## src/rtl/shift_sched_pkg.sv

```systemverilog
`default_nettype none
// ============================================================================
// Module  : shift_sched_pkg
// Brief   : Shared constants and state encoding for the shift scheduler.
// Revision: 1.0
// ============================================================================
package shift_sched_pkg;

  localparam int c_data_w  = 32;
  localparam int c_shamt_w = 5;

  localparam logic [1:0] c_st_idle  = 2'd0;
  localparam logic [1:0] c_st_pass1 = 2'd1;
  localparam logic [1:0] c_st_pass2 = 2'd2;
  localparam logic [1:0] c_st_resp  = 2'd3;

  typedef enum logic [1:0] {
    S_IDLE  = c_st_idle,
    S_PASS1 = c_st_pass1,
    S_PASS2 = c_st_pass2,
    S_RESP  = c_st_resp
  } state_t;

  // Complementary amount for the second half of a rotate: (32 - s) mod 32.
  function automatic logic [c_shamt_w-1:0] neg_shamt(input logic [c_shamt_w-1:0] s);
    logic [c_shamt_w-1:0] r;
    r = '0 - s;
    return r;
  endfunction

endpackage
`default_nettype wire

```

## src/rtl/shift_sched_rr.sv

```systemverilog
`default_nettype none
// ============================================================================
// Module  : shift_sched_rr
// Brief   : Combinational round-robin picker; search starts at ptr.
// Revision: 1.0
// ============================================================================
module shift_sched_rr #(
  parameter int NREQ = 4,
  parameter int IDW  = 2
) (
  input  logic [NREQ-1:0] req,
  input  logic [IDW-1:0]  ptr,
  output logic [NREQ-1:0] gnt,
  output logic [IDW-1:0]  idx,
  output logic            any
);

  logic w_found;

  // Two sweeps: indices at/after ptr first, then the wrapped-around ones.
  always_comb begin
    gnt     = '0;
    idx     = '0;
    any     = |req;
    w_found = 1'b0;
    for (int i = 0; i < NREQ; i++) begin
      if (!w_found && req[i] && (i >= int'(ptr))) begin
        gnt[i]  = 1'b1;
        idx     = IDW'(i);
        w_found = 1'b1;
      end
    end
    for (int i = 0; i < NREQ; i++) begin
      if (!w_found && req[i]) begin
        gnt[i]  = 1'b1;
        idx     = IDW'(i);
        w_found = 1'b1;
      end
    end
  end

endmodule
`default_nettype wire

```

## src/rtl/shift_sched.sv

```systemverilog
`default_nettype none
// ============================================================================
// Module  : shift_sched
// Brief   : Round-robin sharing of one external barrel shifter among NREQ
//           requesters. Define SHIFT_SCHED_ROTATE_EN to build two-pass rotate.
// Revision: 1.0
// ============================================================================
module shift_sched
  import shift_sched_pkg::*;
#(
  parameter int NREQ = 4,
  parameter int IDW  = 2
) (
  input  logic                     clk,
  input  logic                     rst,
  input  logic [NREQ-1:0]          req_valid,
  output logic [NREQ-1:0]          req_ready,
  input  logic [NREQ*c_data_w-1:0] req_x,
  input  logic [NREQ*c_shamt_w-1:0] req_s,
  input  logic [NREQ-1:0]          req_left,
  input  logic [NREQ-1:0]          req_log,
  input  logic [NREQ-1:0]          req_rot,
  output logic [c_data_w-1:0]      sh_x,
  output logic [c_shamt_w-1:0]     sh_s,
  output logic                     sh_left,
  output logic                     sh_log,
  output logic                     sh_en,
  input  logic [c_data_w-1:0]      sh_z,
  output logic                     rsp_valid,
  input  logic                     rsp_ready,
  output logic [c_data_w-1:0]      rsp_z,
  output logic [IDW-1:0]           rsp_id
);

  state_t                r_state;
  state_t                w_state_nxt;
  logic [IDW-1:0]        r_ptr;
  logic [c_data_w-1:0]   r_x;
  logic [c_data_w-1:0]   r_acc;
  logic [c_shamt_w-1:0]  r_s;
  logic                  r_left;
  logic                  r_log;
  logic [IDW-1:0]        r_id;
  logic                  w_rot_op;

  logic [NREQ-1:0]       w_gnt;
  logic [IDW-1:0]        w_idx;
  logic                  w_any;

  logic [c_data_w-1:0]   w_x_arr [NREQ];
  logic [c_shamt_w-1:0]  w_s_arr [NREQ];

  generate
    for (genvar gi = 0; gi < NREQ; gi++) begin : g_unpack
      assign w_x_arr[gi] = req_x[gi*c_data_w +: c_data_w];
      assign w_s_arr[gi] = req_s[gi*c_shamt_w +: c_shamt_w];
    end
  endgenerate

  shift_sched_rr #(
    .NREQ (NREQ),
    .IDW  (IDW)
  ) u_rr (
    .req (req_valid),
    .ptr (r_ptr),
    .gnt (w_gnt),
    .idx (w_idx),
    .any (w_any)
  );

`ifdef SHIFT_SCHED_ROTATE_EN
  logic r_rot;

  always_ff @(posedge clk) begin
    if (rst) begin
      r_rot <= 1'b0;
    end else if (r_state == S_IDLE && w_any) begin
      r_rot <= req_rot[w_idx];
    end
  end

  assign w_rot_op = r_rot;
`else
  logic w_unused_rot;
  assign w_unused_rot = ^req_rot;
  assign w_rot_op     = 1'b0;
`endif

  always_ff @(posedge clk) begin
    if (rst) begin
      r_state <= S_IDLE;
    end else begin
      r_state <= w_state_nxt;
    end
  end

  always_comb begin
    w_state_nxt = r_state;
    req_ready   = '0;
    sh_en       = 1'b0;
    sh_s        = r_s;
    sh_left     = r_left;
    sh_log      = r_log;
    rsp_valid   = 1'b0;
    case (r_state)
      S_IDLE: begin
        req_ready = w_gnt;
        if (w_any) begin
          w_state_nxt = S_PASS1;
        end
      end
      S_PASS1: begin
        sh_en = 1'b1;
        // A rotate's first pass must not sign-extend.
        if (w_rot_op) begin
          sh_log = 1'b1;
        end
`ifdef SHIFT_SCHED_ROTATE_EN
        w_state_nxt = (w_rot_op && (r_s != '0)) ? S_PASS2 : S_RESP;
`else
        w_state_nxt = S_RESP;
`endif
      end
`ifdef SHIFT_SCHED_ROTATE_EN
      S_PASS2: begin
        sh_en       = 1'b1;
        sh_s        = neg_shamt(r_s);
        sh_left     = ~r_left;
        sh_log      = 1'b1;
        w_state_nxt = S_RESP;
      end
`endif
      S_RESP: begin
        rsp_valid = 1'b1;
        if (rsp_ready) begin
          w_state_nxt = S_IDLE;
        end
      end
      default: begin
        w_state_nxt = S_IDLE;
      end
    endcase
  end

  always_ff @(posedge clk) begin
    if (rst) begin
      r_ptr  <= '0;
      r_x    <= '0;
      r_s    <= '0;
      r_left <= 1'b0;
      r_log  <= 1'b0;
      r_id   <= '0;
      r_acc  <= '0;
    end else begin
      if (r_state == S_IDLE && w_any) begin
        r_x    <= w_x_arr[w_idx];
        r_s    <= w_s_arr[w_idx];
        r_left <= req_left[w_idx];
        r_log  <= req_log[w_idx];
        r_id   <= w_idx;
        r_ptr  <= (w_idx == IDW'(NREQ-1)) ? '0 : w_idx + IDW'(1);
      end
      if (r_state == S_PASS1) begin
        r_acc <= sh_z;
      end
`ifdef SHIFT_SCHED_ROTATE_EN
      // Second pass supplies the bits that wrapped around.
      if (r_state == S_PASS2) begin
        r_acc <= r_acc | sh_z;
      end
`endif
    end
  end

  assign sh_x   = r_x;
  assign rsp_z  = r_acc;
  assign rsp_id = r_id;

endmodule
`default_nettype wire

```

## config.mk

```make
export PLATFORM = sky130hd
export DESIGN_NAME = shift_sched
export DESIGN_NICKNAME = d
export VERILOG_FILES = /design/src/rtl/shift_sched_pkg.sv /design/src/rtl/shift_sched_rr.sv /design/src/rtl/shift_sched.sv
export SDC_FILE = /design/constraint.sdc
export NUM_CORES = 1
export LEC_CHECK = 0
export ABC_AREA = 0
export BUFFER_PORTS_ARGS = -buffer_cell sky130_fd_sc_hd__buf_2
export CAP_MARGIN = 5
export CORE_AREA = 2 2 108 110
export CTS_CLUSTER_DIAMETER = 150
export CTS_CLUSTER_SIZE = 25
export DETAILED_ROUTE_END_ITERATION = 16
export DIE_AREA = 0 0 110 112
export HOLD_SLACK_MARGIN = 0.02
export PLACE_DENSITY_LB_ADDON = 0.3
export SKIP_CTS_REPAIR_TIMING = 1
export SLEW_MARGIN = 20
export SYNTH_ARGS = -nofsm -noshare
export SYNTH_HDL_FRONTEND = slang
export SYNTH_SLANG_ARGS = --single-unit
```

## constraint.sdc

```tcl
create_clock -name clk -period 2.35 [get_ports clk]
set_input_delay 0.5875 -clock clk [delete_from_list [all_inputs] [get_ports clk]]
set_output_delay 0.5875 -clock clk [all_outputs]
set_load 0.02 [all_outputs]
```

==> results of run 1 <==
## worst paths after layout
| check | start | to | slack, ns | cells after the start |
|---|---|---|---|---|
| worst min register to register | rsp_z[29] | rsp_z[29] | 0.45 | 2 |
| worst max-delay path | r_ptr[1] | req_ready[0] | 0.23 | 5 |
| worst max register to register | r_ptr[1] | sh_x[30] | 0.49 | 6 |
| worst min-delay path | rsp_z[29] | rsp_z[29] | 0.45 | 2 |
## worst max-delay path: stages (launching register included)
cell and delay [ns]:
dfxtp_2 0.45, inv_1 0.15, a21oi_1 0.15, o22ai_1 0.10
and3_1 0.20, buf_2 0.15
## routing by layer
layer	part of all wire [%]	wire (um)	track usage (%)	up-vias
met5	0	0	0	-
met4	2.9	414	9.451	0
met3	9.2	1334	8.314	33
met2	48	6965	39.14	210
met1	40	5763	25.94	2173
li1	-	-	-	2323
## layout make-up
| cell class | instances | area [um^2] | area share [%] |
|---|---|---|---|
| timing repair buffer | 291 | 1577 | 26.63 |
| tap | 143 | 178.9 | 3.022 |
| sequential | 77 | 1543 | 26.06 |
| clock buffer | 10 | 239.0 | 4.036 |
| multi-input combinational | 383 | 2320 | 39.18 |
| clock inverter | 6 | 45.04 | 0.7608 |
| inverter | 5 | 18.77 | 0.3170 |
## cell usage after synthesis (2+ instances only)
cell / instances
nor2_1: 12
buf_6: 7
a21oi_1: 38
o22ai_1: 2
inv_1: 5
o211ai_2: 10
and2_1: 2
buf_4: 2
nand3_1: 40
o211ai_1: 30
mux2i_1: 41
clkbuf_1: 18
nand2b_1: 4
buf_1: 3
a21o_1: 40
buf_2: 17
and3_1: 2
a211oi_1: 3
nand2_1: 105
dfxtp_1: 77
o21ai_0: 41
## registers in the layout, summed over array words and instances (netlist names)
name	cells
rsp_z	32
sh_x	32
sh_s	5
r_ptr	2
r_state	2
rsp_id	2
r_log	1
sh_left	1
## logic make-up after synthesis
group,Yosys count,synth area share (%)
multiplexers,41,9.918
AND/OR/NAND/NOR,172,18.51
flip-flops,77,37.25
AO/OA/AOI/OAI,169,27.31
XOR/XNOR,1,0.2117
buffers and inverters,53,6.804
## where the power goes
group	switching, mW	total (mW)	internal [mW]
Clock	0.582	1.33	0.750
Sequential	0.0944	1.57	1.47
Combinational	0.829	1.39	0.561
Total	1.51	4.29	2.78
==> key figures, run 1 <==
Setup path
  – Crit path launch type: flop
  – Arr. time, crit path: roughly 1.5 ns
  – Critical Path RT: ~1.8 ns
  – Crit Path Category: reg2out
  – Max FO, Critical Path: 11
  – Crit. End Element: output port

GRT
  – GR Overflow Total: 0
  – Number of global-route vias before repair: 4690
  – First-pass GRT wire length: 22510 um
  – Pin count of the biggest net entering global routing: 40
  – Antenna violations before repair: 0
  – Gr usage total: 23.12%

Layout
  – Filler cells: approximately 1100
  – Layout cells sized above 1: 42.23%
  – Layout Nets: roughly 970
  – Finished Layout Cells: slightly above 900
  – Final core utilization: between 50 and 60%
  – Most frequent cells in the layout: buf_2, nand2_1, dfxtp_1
  – Commonest non-fill, non-tap cell in the layout: buf_2
  – Final instance area: about 0.006 mm^2
  – # diodes: 0
  – Area Growth Syn to Fin: 43.09%

Yosys
  – Yosys Warn Count: 0
  – Post-Syn Nets: around 710
  – Synthesized area per cell: roughly 8 um^2
  – Number of synthesized flops with an enable pin: 0
  – Synth async-reset ratio: 0%
  – Yosys reg bits: between 70 and 80
  – Synth area leader: dfxtp_1
  – Seq/Total Area, Yosys: a little under two fifths
  – Synth Instances: 513
  – Post-synth cell types: 35
  – Synth Cell Area: ~0.0041 mm^2
  – Top cells by area, synth: dfxtp_1, mux2i_1, nand2_1, a21o_1, o211ai_1
  – Area share of the largest cell type after synthesis: between 30% and 40%
  – Predominant post-synthesis flop cell: dfxtp_1

Die
  – Row count: 39
  – Die width: ~110 um
  – Core area: roughly 0.011 mm^2
  – Initial Util: a little under two fifths
  – Die ar.: between 0.01 and 0.015 mm^2
  – Io pins: around 280
  – Die height: ~110 um

Clocking
  – Clock buffer depth: 2
  – Clock transition at the registers of the reported paths: 0.06 ns
  – Clock Sinks: just under 80
  – TritonCTS buffer count: 9
  – # H-tree levels: 3
  – Worst-skew pair later-pin latency: around 0.34 ns
  – TritonCTS clock tree: yes
  – CTS Root Cell: clkbuf_16

STA
  – Setup slack after layout: 0.2326 ns
  – Final setup viols: 0
  – Minimum clock period: about 2.1 ns
  – Worst Skew: roughly 0.0096 ns
  – Max_slew headroom: around 70%
  – Slew @ Worst Pin: around 0.46 ns
  – Final Hold Viols: 0
  – Setup TNS: 0 ns
  – RSZ-0062 raised after global routing: false
  – Part of the cycle the worst path needs: roughly nine tenths
  – Slew Viols, Final: 0
  – Maximum clock rate: around 0.47 GHz
  – Hold Worst Slack: about 0.45 ns

Routing
  – Vias per inst: roughly 5.2
  – Via count: 4739
  – Router iterations before antenna repair: 4
  – Initial drt markers: between 200 and 300
  – Final wirelength: around 14000 um
  – Drt wl/cell: about 16 um
  – DR DRC count: 0
  – Antenna Nets Post-Route: 0

Pwr
  – P_leak: between 2 and 3 nW
  – Worst IR Drop VDD: ~0.45 mV
  – Total power: around 4.3 mW
  – Power Density: roughly 720 mW/mm^2

Run status
  – Status: completed

Job
  – Number of max-cap violations: 0

Place
  – Setup slack after placement: around 0.14 ns
  – Post-placement cell count: 899
  – Post-DP Area: about 0.0056 mm^2
  – Final Wtd Congestion: between 0.8 and 0.9
  – DP HPWL: around 11000 um
  – Port bufs: about 270

Min path
  – Worst hold path type: reg2reg
No activity file was read; power rests on OpenSTA's default activity.
==> run 2, diff against run 1 <==
--- a/config.mk
+++ b/config.mk
@@ -8,11 +8,11 @@
 export ABC_AREA = 0
 export BUFFER_PORTS_ARGS = -buffer_cell sky130_fd_sc_hd__buf_2
 export CAP_MARGIN = 5
-export CORE_AREA = 2 2 108 110
+export CORE_AREA = 2 2 109 111
 export CTS_CLUSTER_DIAMETER = 150
 export CTS_CLUSTER_SIZE = 25
 export DETAILED_ROUTE_END_ITERATION = 16
-export DIE_AREA = 0 0 110 112
+export DIE_AREA = 0 0 111 113
 export HOLD_SLACK_MARGIN = 0.02
 export PLACE_DENSITY_LB_ADDON = 0.3
 export SKIP_CTS_REPAIR_TIMING = 1
==> key figures, run 2 (same netlist as run 1, synthesis figures left out) <==
Setup path
  – Crit. End Element: output port
  – Arr. time, crit path: 1.53 ns (about the same)
  – Crit Path Category: reg2out
  – Reg2Reg Depth: 6 (unchanged)
  – Worst r2r dst: sh_x[27]
  – Crit path launch: r_ptr[1]
  – Worst r2r src: r_ptr[1]
  – Max FO, Critical Path: 11 (unchanged)
  – Crit path launch type: flop
  – R2R setup slack: 0.49 ns (about the same)
  – Critical Path RT: 1.76 ns (about the same)

Die
  – Row count: 39 (unchanged)
  – Die width: 111 um (+0.91%)
  – Core area: 0.01127 mm^2 (+0.87%)
  – Die ar.: 0.01254 mm^2 (+1.8%)
  – Io pins: 278 (unchanged)
  – Die height: 113 um (+0.89%)
  – Initial Util: 36.71% (-0.32 points)

STA
  – Part of the cycle the worst path needs: 90.10% (about the same)
  – Worst Skew: 0.006584 ns (-0.003038 ns)
  – RSZ-0062 raised after global routing: false
  – Minimum clock period: 2.117 ns (+0.00004100 ns)
  – Setup TNS: 0 ns (unchanged)
  – Hold Worst Slack: 0.4513 ns (-0.002658 ns)
  – Slew Viols, Final: 0 (unchanged)
  – Final setup viols: 0 (unchanged)
  – Final Hold Viols: 0 (unchanged)
  – Maximum clock rate: 0.4723 GHz (about the same)
  – Max_slew headroom: 70.93% (+1.3 points)
  – Slew @ Worst Pin: 0.4361 ns (-0.01989 ns)

Min path
  – Hold wc startpoint: rsp_z[12]
  – Hold Path Depth: 2 (unchanged)
  – Worst hold path type: reg2reg
  – Hold Path Sink: rsp_z[12]

Clocking
  – Clock transition at the registers of the reported paths: 0.07 ns (about the same)
  – TritonCTS clock tree: yes
  – TritonCTS buffer count: 9 (unchanged)
  – CTS Root Cell: clkbuf_16
  – # H-tree levels: 3 (unchanged)
  – Clock buffer depth: 2 (unchanged)
  – Clock Sinks: 77 (unchanged)
  – Worst-skew pair later-pin latency: 0.33 ns (about the same)

Job
  – Number of max-cap violations: 0 (unchanged)

Place
  – Final Wtd Congestion: 0.8689 (-0.69%)
  – Port bufs: 273 (unchanged)
  – DP HPWL: 10870 um (-0.14%)
  – Post-placement cell count: 896 (-0.33%)

Layout
  – Final core utilization: 52.86% (-0.13 points)
  – Most frequent cells in the layout: buf_2, nand2_1, dfxtp_1
  – Area Growth Syn to Fin: 44.00%
  – Finished Layout Cells: 912 (-0.33%)
  – # diodes: 0 (unchanged)
  – Layout Nets: 963 (-0.31%)
  – Filler cells: 1106 (+2.7%)
  – Multi-input logic area: 0.002322 mm^2 (+0.11%)
  – Layout cells sized above 1: 42.13% (-0.095 points)
  – Reg area: 0.001543 mm^2 (unchanged)
  – Commonest non-fill, non-tap cell in the layout: buf_2

Routing
  – Vias per inst: 5.183 (about the same)
  – Via count: 4727 (-0.25%)
  – DR DRC count: 0 (unchanged)
  – Antenna Nets Post-Route: 0 (unchanged)
  – Initial drt markers: 332 (+12%)
  – Drt wl/cell: 15.76 um (-0.39%)
  – Router iterations before antenna repair: 4 (unchanged)
  – Final wirelength: 14370 um (-0.72%)

GRT
  – Gr usage total: 22.34% (-0.78 points)
  – GR Overflow Total: 0 (unchanged)
  – Number of global-route vias before repair: 4784 (+2.0%)
  – Antenna violations before repair: 0 (unchanged)
  – Pin count of the biggest net entering global routing: 40 (unchanged)
  – First-pass GRT wire length: 22860 um (+1.6%)

Run status
  – Status: completed

Pwr
  – Power Density: 744.0 mW/mm^2 (+2.7%)
  – Total power: 4.433 mW (+3.4%)
  – Worst IR Drop VDD: 0.4169 mV (-8.3%)
  – P_leak: 2.878 nW (+0.64%)
-- run 2: cell count changes in the layout (fill, tap and decap cells not counted) --
cell,delta
buf_12,+2
buf_4,-5
bufinv_16,+1
clkinv_2,-1
clkinv_4,+1
clkinvlp_4,-2
inv_6,-1
inv_8,+2
nand2_1,-1
nand2_2,+1
-- run 2: stage by stage --
stage | area (um^2) | setup WS [ns]
floorplan | 4138 | 0.3277
global placement | 5640 | 0.1711
detailed placement | 5640 | 0.1601
CTS | 5957 | 0.08341
global route | 5958 | 0.1446
finish | 5958 | 0.2326
-- run 2: area by class of cell --
type,instances,area share [%]
clock inverter,6,1.302
sequential,77,25.89
multi-input combinational,383,38.98
inverter,5,0.3150
clock buffer,10,4.011
tap,143,3.003
timing repair buffer,288,26.50
-- run 2: critical path, stage by stage, from the launching register on --
cell and delay [ns]:
dfxtp_2 0.45, inv_1 0.14, a21oi_1 0.18, o22ai_1 0.09, and3_1 0.19, buf_2 0.15
-- run 2: worst max path at each step --
stage	end	slack, ns	cells after the start
2_1_floorplan	sh_s[1]	0.33	8
3_3_place_gp	sh_x[5]	0.17	7
3_5_place_dp	sh_x[3]	0.16	7
4_1_cts	req_ready[2]	0.08	5
5_1_grt	req_ready[0]	0.14	5
6_report	req_ready[2]	0.23	5
-- run 2: where the power goes --
group	total (mW)	switching [mW]	internal [mW]
registers	1.57	0.0943	1.47
clock network	1.47	0.599	0.873
logic	1.40	0.831	0.564
total	4.43	1.52	2.91
-- run 2: layer usage --
layer  vias to the layer above  track usage [%]  wire [um]
met4                         0            8.583        371
met5                         -                0          0
met1                      2184            25.05       5794
li1                       2309                -          -
met3                        30            6.695       1168
met2                       204            40.04       7038
==> run 3, diff against run 2 <==
--- a/config.mk
+++ b/config.mk
@@ -5,14 +5,14 @@
 export SDC_FILE = /design/constraint.sdc
 export NUM_CORES = 1
 export LEC_CHECK = 0
-export ABC_AREA = 0
+export ABC_AREA = 1
 export BUFFER_PORTS_ARGS = -buffer_cell sky130_fd_sc_hd__buf_2
 export CAP_MARGIN = 5
-export CORE_AREA = 2 2 109 111
+export CORE_AREA = 2 2 107 109
 export CTS_CLUSTER_DIAMETER = 150
 export CTS_CLUSTER_SIZE = 25
 export DETAILED_ROUTE_END_ITERATION = 16
-export DIE_AREA = 0 0 111 113
+export DIE_AREA = 0 0 109 111
 export HOLD_SLACK_MARGIN = 0.02
 export PLACE_DENSITY_LB_ADDON = 0.3
 export SKIP_CTS_REPAIR_TIMING = 1
==> key figures, run 3 <==
Run status
  – Status: completed

Layout
  – Layout cells sized above 1: 30.60% (-12 points)
  – Layout Nets: 1217 (+26%)
  – Multi-input logic area: 0.002291 mm^2 (-1.3%)
  – Commonest non-fill, non-tap cell in the layout: buf_2
  – # diodes: 0 (unchanged)
  – Reg area: 0.001541 mm^2 (about the same)
  – Area Growth Syn to Fin: 40.67%
  – Most frequent cells in the layout: buf_2, nor2_1, nand2_1
  – Filler cells: 1153 (+4.2%)

STA
  – Slew Viols, Final: 0 (unchanged)
  – Setup TNS: 0 ns (unchanged)
  – Max_slew headroom: 37.64% (-33 points)
  – Minimum clock period: 2.126 ns (+0.008582 ns)
  – RSZ-0062 raised after global routing: false
  – Slew @ Worst Pin: 0.9344 ns (+0.4983 ns)
  – Final setup viols: 0 (unchanged)
  – Final Hold Viols: 0 (unchanged)
  – Part of the cycle the worst path needs: 90.47% (+0.37 points)
  – Maximum clock rate: 0.4704 GHz (-0.40%)
  – Worst Skew: 0.006906 ns (+0.0003220 ns)

Setup path
  – Crit Path Category: reg2out
  – Crit path max-delay cell type: dfxtp_1
  – Bufs and invs on worst path: 1 (-1)
  – Crit path launch type: flop
  – Arr. time, crit path: 1.54 ns (about the same)
  – Max FO, Critical Path: 5 (-6)
  – CP delay by family, top: simple AND/OR/NAND/NOR gates
  – Slowest stage delay, CP: 0.39 ns (-0.06 ns)
  – Critical Path RT: 1.76 ns (about the same)
  – CP Cell Sequence: nand2_1, nand2_1, nand4_1, nor2_1, buf_2
  – Cell seen most often among critical-path stages: nand2_1
  – Crit. End Element: output port

Routing
  – Router iterations before antenna repair: 5 (+1)
  – Via count: 5522 (+17%)
  – Final wirelength: 14240 um (-0.95%)
  – DR DRC count: 0 (unchanged)
  – Antenna Nets Post-Route: 0 (unchanged)
  – Vias per inst: 4.736 (-8.6%)
  – Initial drt markers: 272 (-18%)
  – Drt wl/cell: 12.21 um (-23%)

GRT
  – GR Overflow Total: 0 (unchanged)
  – Antenna violations before repair: 0 (unchanged)
  – Number of global-route vias before repair: 5101 (+6.6%)
  – Pin count of the biggest net entering global routing: 49 (+23%)
  – First-pass GRT wire length: 22820 um (-0.18%)
  – Gr usage total: 23.33% (+0.99 points)

Die
  – Die ar.: 0.01210 mm^2 (-3.5%)
  – Row count: 39 (unchanged)
  – Die width: 109 um (-1.8%)
  – Die height: 111 um (-1.8%)
  – Io pins: 278 (unchanged)
  – Core area: 0.01108 mm^2 (-1.7%)
  – Initial Util: 40.49% (+3.8 points)

Place
  – Final Wtd Congestion: 0.8972 (+3.3%)
  – Port bufs: 273 (unchanged)
  – DP HPWL: 10430 um (-4.1%)

Yosys
  – Post-synth cell types: 19 (-46%)
  – Synthesized area per cell: 5.841 um^2 (-28%)
  – Seq/Total Area, Yosys: 34.37% (-2.9 points)
  – Top cells by area, synth: dfxtp_1, nor2_1, nand2_1, inv_1, nand3_1
  – Count leader, synth: nor2_1
  – Yosys reg bits: 77 (unchanged)
  – Yosys Warn Count: 0 (unchanged)
  – Top post-synthesis cells by count: nor2_1, nand2_1, inv_1
  – Area share of the largest cell type after synthesis: 34.37% (-2.9 points)
  – Synth Instances: 768 (+50%)
  – Number of synthesized flops with an enable pin: 0 (unchanged)
  – Synth area leader: dfxtp_1
  – Predominant post-synthesis flop cell: dfxtp_1
  – Post-Syn Nets: 967 (+36%)
  – Synth async-reset ratio: 0% (unchanged)
  – Synth Cell Area: 0.004486 mm^2 (+8.4%)

Pwr
  – Total power: 4.649 mW (+4.9%)
  – P_leak: 3.718 nW (+29%)
  – Worst IR Drop VDD: 0.4285 mV (+2.8%)
  – Power Density: 736.8 mW/mm^2 (-0.98%)

Clocking
  – TritonCTS buffer count: 9 (unchanged)
  – Clock buffer depth: 2 (unchanged)
  – Worst-skew pair later-pin latency: 0.33 ns (about the same)
  – CTS Root Cell: clkbuf_16
  – Clock transition at the registers of the reported paths: 0.06 ns (about the same)
  – TritonCTS clock tree: yes
  – # H-tree levels: 3 (unchanged)
  – Clock Sinks: 77 (unchanged)

Job
  – Number of max-cap violations: 0 (unchanged)

Min path
  – Worst hold path type: in2reg
[run 3: cell type report]
| cell class | count | area share, % |
|---|---|---|
| Inverter | 117 | 6.960 |
| Tap cell | 143 | 2.836 |
| Sequential cell | 77 | 24.43 |
| Clock buffer | 9 | 3.569 |
| Clock inverter | 7 | 1.229 |
| Timing Repair Buffer | 290 | 24.67 |
| Multi-Input combinational cell | 523 | 36.31 |
[run 3: where the power goes]
| part | total, mW | switching, mW | internal [mW] |
|---|---|---|---|
| sequential | 1.59 | 0.0901 | 1.50 |
| clock | 1.41 | 0.572 | 0.835 |
| combinational | 1.65 | 1.04 | 0.617 |
[run 3: through the flow]
| stage | hold WS (ns) | std cells | utilization (%) | setup slack (ns) | instance area (um^2) |
|---|---|---|---|---|---|
| after global placement | 0.4790 | 1150 | 54.23 | 0.1881 | 6007 |
| after global routing | 0.4461 | 1166 | 56.96 | 0.07714 | 6310 |
| final | 0.4527 | 1166 | 56.96 | 0.2240 | 6310 |
| after CTS | 0.4446 | 1166 | 56.96 | 0.1854 | 6310 |
| after floorplan | 0.4575 | 768 | - | 0.1908 | 4486 |
| after detailed placement | 0.4846 | 1150 | 54.23 | 0.1957 | 6007 |
[run 3: path summary, 6_finish.rpt]
kind	end	cells after the start	startpoint	slack (ns)
worst max-delay path	req_ready[3]	5	r_ptr[1]	0.22
worst min-delay path	r_state[1]	2	rsp_ready	0.45
worst min register to register	r_state[1]	2	r_state[0]	0.49
worst max register to register	sh_x[15]	10	r_ptr[1]	0.47
[run 3: logic make-up (layout without fill, tap and decap cells)]
group | Yosys count | count (layout) | synth area share, %
DFF | 77 | 77 | 34.37
AOI/OAI and AO/OA | 73 | 73 | 8.647
buffers and inverters | 168 | 423 | 14.73
and+or+nand+nor | 450 | 450 | 42.26
[run 3: metal layers]
layer	wire (um)	global-route usage, %
met1	6018	28.20
met2	6676	39.21
met3	1183	6.173
met4	358	8.632
met5	0	0
[run 3: worst register-to-register path: stages, from the launching register on]
cell and delay, ns:
dfxtp_1 0.39, nand2_1 0.12, nand2_1 0.11, nand4_1 0.25
nand3_4 0.24, buf_4 0.31, nand2_1 0.10, nand3_1 0.07
nand3_1 0.08, nand2_1 0.07, inv_1 0.03
